`config.mk`:
```
export PLATFORM = sky130hd
export DESIGN_NAME = min_control_sequencer
export DESIGN_NICKNAME = d
export VERILOG_FILES = /design/src/rtl/min_control_sequencer.sv
export SDC_FILE = /design/constraint.sdc
export NUM_CORES = 1
export LEC_CHECK = 0
export BUFFER_PORTS_ARGS = -buffer_cell sky130_fd_sc_hd__buf_2
export CAP_MARGIN = 20
export CORE_MARGIN = 2
export CORE_UTILIZATION = 45
export DETAILED_ROUTE_END_ITERATION = 7
export PLACE_DENSITY_LB_ADDON = 0.15
export SYNTH_ARGS = -nofsm -noshare
export SYNTH_HDL_FRONTEND = slang
export SYNTH_SLANG_ARGS = --single-unit
```
`constraint.sdc`:
```
create_clock -name clock -period 2.4 [get_ports clock]
set_input_delay 0.36 -clock clock [delete_from_list [all_inputs] [get_ports clock]]
set_output_delay 0.36 -clock clock [all_outputs]
set_load 0.03 [all_outputs]
```
`src/rtl/min_control_sequencer.sv`:
```
// Hardwired fetch/decode/execute sequencer for the MIN processor; drives the EU control word.
// Optional conditional jump decode enabled by defining MIN_SEQ_BRANCH_EN.
module min_control_sequencer #(
   parameter bit HALT_ON_ILLEGAL = 1'b1
) (
   input  logic        clock,
   input  logic        reset,
   input  logic [15:0] ifd,
   input  logic [3:0]  cc,
   output logic [17:0] eucntl,
   output logic [2:0]  opcntl,
   output logic        halted,
   output logic        instr_done
);

   typedef enum logic [4:0] {
      IDLE, FETCH, DECODE, LDI1, LDI2, X1, X2, X3, LD4, LD5, ST4,
      ALU1, ALU2, HALT, BR1, BR2, BN1, BN2
   } state_t;

   state_t      state, nxt;
   logic [15:0] ir;
   logic [3:0]  ccshadow;
   logic        unused_bits;

   wire [2:0] op   = ifd[15:13];
   wire [2:0] mode = ifd[12:10];
   wire [1:0] am   = ifd[5:4];

   // {asrc, adest, bsrc, bdest, alu, mem, ire_load}
   function automatic logic [17:0] fw(input logic [2:0] asrc, input logic [1:0] adest,
                                      input logic [2:0] bsrc, input logic [2:0] bdest,
                                      input logic [2:0] alu,  input logic [2:0] mem,
                                      input logic ire);
      return {asrc, adest, bsrc, bdest, alu, mem, ire};
   endfunction

   function automatic logic [17:0] word(input state_t s);
      logic [17:0] w;
      w = '0;
      case (s)
         FETCH:  w = fw(3'b011, 2'b00, 3'b000, 3'b000, 3'b001, 3'b010, 1'b0);
         DECODE: w = fw(3'b101, 2'b11, 3'b000, 3'b000, 3'b000, 3'b000, 1'b1);
         LDI1:   w = fw(3'b010, 2'b00, 3'b000, 3'b000, 3'b000, 3'b001, 1'b0);
         LDI2:   w = fw(3'b000, 2'b00, 3'b111, 3'b001, 3'b000, 3'b000, 1'b0);
         X1:     w = fw(3'b011, 2'b00, 3'b000, 3'b000, 3'b001, 3'b001, 1'b0);
         X2:     w = fw(3'b101, 2'b11, 3'b111, 3'b100, 3'b000, 3'b000, 1'b0);
         X3:     w = fw(3'b010, 2'b00, 3'b110, 3'b000, 3'b010, 3'b000, 1'b0);
         LD4:    w = fw(3'b101, 2'b00, 3'b000, 3'b000, 3'b000, 3'b001, 1'b0);
         LD5:    w = fw(3'b000, 2'b00, 3'b111, 3'b001, 3'b000, 3'b000, 1'b0);
         ST4:    w = fw(3'b001, 2'b00, 3'b101, 3'b000, 3'b000, 3'b111, 1'b0);
         ALU1:   w = fw(3'b001, 2'b00, 3'b010, 3'b000, 3'b110, 3'b000, 1'b0);
         ALU2:   w = fw(3'b000, 2'b00, 3'b101, 3'b001, 3'b000, 3'b000, 1'b0);
         BR1:    w = fw(3'b011, 2'b00, 3'b000, 3'b000, 3'b000, 3'b001, 1'b0);
         BR2:    w = fw(3'b000, 2'b00, 3'b111, 3'b011, 3'b000, 3'b000, 1'b0);
         BN1:    w = fw(3'b011, 2'b00, 3'b000, 3'b000, 3'b001, 3'b000, 1'b0);
         BN2:    w = fw(3'b101, 2'b11, 3'b000, 3'b000, 3'b000, 3'b000, 1'b0);
         default: w = '0;
      endcase
      return w;
   endfunction

   logic take;
   always_comb begin
      take = 1'b0;
      case (ifd[1:0])
         2'b00: take = 1'b1;
         2'b01: take = ccshadow[1];
         2'b10: take = ccshadow[2];
         default: take = 1'b0;
      endcase
   end

   always_comb begin
      nxt = state;
      case (state)
         IDLE:   nxt = FETCH;
         FETCH:  nxt = DECODE;
         DECODE: begin
            if ({op, mode, am} == 8'b000_001_01)
               nxt = LDI1;
            else if ({op, mode, am} == 8'b000_001_10 || {op, mode, am} == 8'b000_010_10)
               nxt = X1;
            else if ((op == 3'b001 || op == 3'b010 || op == 3'b011) && mode == 3'b100)
               nxt = ALU1;
`ifdef MIN_SEQ_BRANCH_EN
            else if (op == 3'b000 && mode == 3'b011)
               nxt = take ? BR1 : BN1;
`endif
            else
               nxt = HALT_ON_ILLEGAL ? HALT : FETCH;
         end
         LDI1:   nxt = LDI2;
         X1:     nxt = X2;
         X2:     nxt = X3;
         // ld and st share X1..X3; the latched mode picks the tail
         X3:     nxt = (ir[12:10] == 3'b001) ? LD4 : ST4;
         LD4:    nxt = LD5;
         ALU1:   nxt = ALU2;
         BR1:    nxt = BR2;
         BN1:    nxt = BN2;
         HALT:   nxt = HALT;
         default: nxt = FETCH;
      endcase
   end

   always_ff @(posedge clock or posedge reset) begin
      if (reset) begin
         state      <= IDLE;
         eucntl     <= '0;
         opcntl     <= 3'b000;
         halted     <= 1'b0;
         instr_done <= 1'b0;
         ir         <= '0;
         ccshadow   <= '0;
      end else begin
         state      <= nxt;
         eucntl     <= word(nxt);
         halted     <= (nxt == HALT);
         instr_done <= (nxt inside {LDI2, LD5, ST4, ALU2, BR2, BN2});
         if (nxt == ALU1) opcntl <= op;
         if (state == DECODE) ir <= ifd;
         if (state == ALU1) ccshadow <= cc;
      end
   end

   assign unused_bits = ^{ir[15:13], ir[9:0], ccshadow, ifd[9:6], ifd[3:0], take};

endmodule

```
Word-level counts from Yosys, hierarchy flattened
Memory sizes are Yosys's and may differ from the RTL's. A register that Yosys moved wholly into a read port is not among the register bits.
Index checks and enable logic that the tools add are counted.

storage, ports and cells
  register bits after elaboration = 23
  memory bits (read-only) = 576
  input bits = 22
  output and inout bits = 23
  word-level logic and storage cells = 43
  memories = 1

memories
  name              depth  bits a word  rd ports  clocked after Yosys merged registers in  write ports  line  source
  (name not given)  32     18           1         1                                        0            41    case (s)

operators by class
  equality and inequality tests = 27
  muxes and demuxes = 5
  reduce and logical (&&, ||, !) cells = 5

operator list
  cell                                                                    number
  5-bit one-hot mux with 11 select lines                                  1
  5-bit by 4-bit equality test with 1-bit output (second input constant)  10
  5-bit by 3-bit equality test with 1-bit output (second input constant)  4
  8-bit by 3-bit equality test with 1-bit output (second input constant)  2
  5-bit by 2-bit equality test with 1-bit output (second input constant)  2
  5-bit equality test (second input constant)                             2
  8-bit by 4-bit equality test with 1-bit output (second input constant)  1
  4-bit two-way mux                                                       2
  3-bit by 1-bit equality test with 1-bit output (second input constant)  2
  3-bit by 2-bit equality test with 1-bit output (second input constant)  2
  6-bit nonzero test                                                      1
  5-bit by 1-bit equality test with 1-bit output (second input constant)  1
  3-bit equality test (second input constant)                             1
  1-bit logical OR                                                        3
  3-bit two-way mux                                                       1
  2-bit two-way mux                                                       1
  1-bit logical AND                                                       1

Depth between registers and ports, before layout
  depth in word-level cells = 10
  depth in mapped cells = 10
  depth with buffers taken out = 9

Least setup slack after synthesis
No wires, ideal clock.

  path type = input port to flip-flop
  start = input port ifd[13]
  end = register opcntl[0]
  library setup time = 125 ps
  data arrival time = 2,343 ps
  required time = 2,275 ps
  slack = -68 ps
  cell stages on the path = 9
  buffers on the path = 0
  path through = or4_1 o22ai_2 or2b_1 o21a_1 inv_1 ha_1 nand2_1 nor3_4 mux2_4

between the ends
  word-level cells in the longest chain between the ends = 9
  elaborated cells on any way between the ends = 15
  those cells by class = eq/ne (7); mux (4); reduce/logical (4)

ends and longest elaborated chain
  item                                                                                                                     line  source
  start: declaration                                                                                                       8     input logic [15:0] ifd,
  3-bit by 1-bit equality test with 1-bit output / 3-bit by 2-bit equality test with 1-bit output (equally long branches)  84    else if ((op == 3'b001 || op == 3'b010 || op == 3'b011) && mode == 3'b100)
  1-bit logical OR (2 in a row)                                                                                            84
  1-bit logical AND                                                                                                        84
  3-bit two-way mux                                                                                                        84
  4-bit two-way mux                                                                                                        82    else if ({op, mode, am} == 8'b000_001_10 || {op, mode, am} == 8'b000_010_10)
  4-bit two-way mux (*)                                                                                                    80    if ({op, mode, am} == 8'b000_001_01)
  5-bit one-hot mux with 11 select lines (*)                                                                               76    case (state)
  net nxt[1]                                                                                                               21    state_t state, nxt;
  5-bit by 4-bit equality test with 1-bit output (*)                                                                       121   if (nxt == ALU1) opcntl <= op;
  end signal: assignment                                                                                                   121
  end: declaration                                                                                                         11    output logic [2:0] opcntl,

The timed path passes the listed nets; every way through them passes the cells marked *.
A chain may end at the register's enable or synchronous reset.

Final worst setup path
  start = register state[2]
  end = register opcntl[2]

between the ends
  word-level cells in the longest chain between the ends = 3
  elaborated cells on any way between the ends = 13
  those cells by class = eq/ne (12); mux (1)

ends and longest elaborated chain
  item                                                                          line  source
  start: declaration                                                            21
  start signal: assignment                                                      117   state <= nxt;
  5-bit by 4-bit equality test with 1-bit output, or another cell as far along  76
  5-bit one-hot mux with 11 select lines (*)                                    76
  net nxt[1]                                                                    21
  5-bit by 4-bit equality test with 1-bit output (*)                            121

Marks and branches as above.

==> run summary <==
grt ovf - 0
synthesis-stage register bit count - 30
RD Place Congestion - 0.785
Clock power frac - 0.090
reg2reg path depth - 9
Netlist cell types - 41
GRT Util Overall - 0.177
Synth Area in Adders - 0.0427
DPL Wire Length - 2180 um
core area - 0.00308 mm^2
H-tree depth - 2
worst skew pair latency - 320 ps
vias in the first global route - 992
Worst EP arrival - 2430 ps
# nets final - 208
Worst-Margin Slew - 423 ps
CP cell instances - nor3_2, nand3b_1, or2b_1, o21a_1, inv_2, ha_4, nand2_4, nor3_4, mux2_4
initial DRC count - 33
Critical path origin - state[2]
Layout area overhead - 26.7%
I/O pin count - 45
Simple-Gate Fraction of Synth Area - 0.142
crit path kind - flip-flop to flip-flop
clk slew on worst S/H paths - 90 ps
final hold vios - 0
mux contribution to synthesized area - 0.0948
XOR/XNOR Fraction of Synth Area - 0.0273
Final TNS setup - 0 ps
switching power - 0.00137 W
PwrDens - 1610 mW/mm^2
postcts setup bufs - 0
row count - 20
first-pass GRT wire length - 4660 um
Port Buf Inserts - 32
maxcap violations - 0
sequential-to-total area share from yosys stat - 0.512
Final Max Slew Viols - 0
Synth Area in Compound Gates - 0.120
relative slew slack - 0.717
Leak - 0.985 nW
reg2reg start - state[2]
Syn. warnings - 0
vias per inst - 4.97
final period utilization - 0.925
Max Fclk - 0.450 GHz
net count after synthesis - 154
DR pass1 iterations - 4
CTS tree - done
Vias - 1119
Critical-path top delay cell - dfrtp_1
Worst R2R End - opcntl[2]
Mapped Cells - 127
largest net degree at the start of global routing - 31
RSZ-0062 raised after global routing - false
CP endpoint kind - flip-flop
syn avg cell area - 11.5 um^2
Critical Path Source Type - flip-flop
chip width - 61.1 um
Power Internal - 0.00161 W
Detailed Route WL - 2950 um
Initial Utilization - 0.476
wire per inst - 13.1 um
Chip Height - 61.1 um
CTS root buf - clkbuf_4
Crit path largest cell delay - 460 ps
Post-Route Utilization - 0.603
initial antenna violation count - 0
Routed Antenna Nets - 0
n_diodes - 0
number of remaining DRC errors - 0
largest family of logic cells by synthesized area - simple AND/OR/NAND/NOR gates
Hold Buf Count CTS - 0
flop-to-flop setup slack - 180 ps
Max FO, Critical Path - 7
die area - 0.00373 mm^2
synthesized cell area - 0.00147 mm^2
clock skew - 6.92 ps
total power - 0.00299 W
clk sinks - 30
VDD IR max - 0.838 mV
outcome - finished clean
Net Sw Frac - 0.459
Flop pwr share - 0.270
Tmin final - 2220 ps
CP delay by family, top - simple AND/OR/NAND/NOR gates
critical path depth in cells - 9
Crit path required time - 2600 ps
Clock Path Buffers - 2
share of total power in combinational logic - 0.640
final setup violation count - 0
Hold/Removal Path Class - input port to async pin
share of post-route cells with drive strength above 1 - 0.403
CTS Buf Count - 5
# resized after CTS - 0
Crit path buffers/inverters - 1
## cells in the mapped netlist, drive strengths merged
library cell / instances / area (um^2)
o22ai: 7 / 50.1
nor3b: 2 / 15.0
xnor3: 1 / 22.5
buf: 5 / 46.3
nor4b: 1 / 8.76
and3b: 2 / 17.5
or2b: 1 / 7.51
nor3: 3 / 31.3
xor2: 1 / 8.76
dfrtp: 30 / 751
nand2: 9 / 33.8
a31oi: 2 / 12.5
or4bb: 1 / 11.3
o21ai: 3 / 15.0
o21a: 1 / 7.51
o22a: 1 / 8.76
o32a: 1 / 10.0
nor2: 9 / 33.8
ha: 5 / 62.6
inv: 10 / 40.0
a21o: 1 / 7.51
mux2: 6 / 78.8
nand3b: 2 / 15.0
mux2i: 6 / 60.1
or4b: 1 / 10.0
a221o: 1 / 10.0
and4b: 1 / 10.0
and3: 1 / 6.26
clkbuf: 1 / 3.75
a22o: 1 / 8.76
or4: 1 / 7.51
a21oi: 9 / 45.0
xnor2: 1 / 8.76
## state kept, by name (all words and copies together), names as in the netlist
signal,count
eucntl,17
state,5
opcntl,3
instr_done,1
ir,3
halted,1
## cell families after synthesis
family | count (synthesis)
and+or+nand+nor | 34
DFF | 30
AOI/OAI and AO/OA | 27
buffers and inverters | 16
muxes | 12
adders and majority gates | 5
xor gates and xnor gates | 3
## power by group through the flow
| stage | clock network, W | registers [W] | logic (W) |
|---|---|---|---|
| after global placement | 0 | 0.000804 | 0.00189 |
| after detailed placement | 0 | 0.000818 | 0.00191 |
| final | 0.000268 | 0.000806 | 0.00191 |
| after floorplan | 0 | 0.00106 | 0.00119 |
| after global routing | 0.000297 | 0.000828 | 0.00209 |
| after CTS | 0.000276 | 0.000809 | 0.00192 |
## layout make-up
cell class              count  area [um^2]
repair buffers             53          318
flip-flops and latches     30          751
inverters                  10         40.0
multi-input cells          81          648
well taps                  44         55.1
fillers                   277         1220
clock buffers               7         45.0
## worst max path at each step
stage and end:
4_1_cts opcntl[1], 6_report opcntl[2], 3_3_place_gp opcntl[1], 5_1_grt opcntl[1], 2_1_floorplan opcntl[0], 3_5_place_dp opcntl[1]
## stage by stage
| stage | setup slack [ps] | instance area [um^2] | hold slack, ps | cells |
|---|---|---|---|---|
| after floorplan | -9.63 | 1490 | 451 | 127 |
| after global placement | -147 | 1810 | 441 | 218 |
| after detailed placement | -161 | 1810 | 450 | 218 |
| after CTS | 162 | 1860 | 90.9 | 225 |
| after global routing | 68.7 | 1860 | 122 | 225 |
| final | 179 | 1860 | 81.4 | 225 |
## cells in the final DEF, fill, tap and decap left out, types with 2 or more instances in the layout
master,count
inv_1,7
buf_2,32
nand3b_1,2
mux2_4,3
a31oi_1,2
nor3b_1,2
nand2_1,8
dfrtp_1,30
ha_1,4
mux2_2,3
inv_2,2
mux2i_1,6
o21ai_0,3
clkbuf_4,5
a21oi_1,9
buf_4,21
and3b_1,2
nor2_1,9
clkbuf_1,2
o22ai_1,6
## routing by layer
| metal | share of wire | track usage | wire [um] | up-vias |
|---|---|---|---|---|
| li1 | - | - | - | 559 |
| met1 | 0.46 | 0.240 | 1340 | 535 |
| met2 | 0.49 | 0.264 | 1440 | 20 |
| met3 | 0.043 | 0.0672 | 128 | 5 |
| met4 | 0.012 | 0.0559 | 35 | 0 |
| met5 | 0 | 0 | 0 | - |
## worst min-delay path, cell delays in order
cell and delay (ps):
buf_2 90, inv_1 40, buf_4 330
Note: power is estimated with default switching activity, not from simulation.
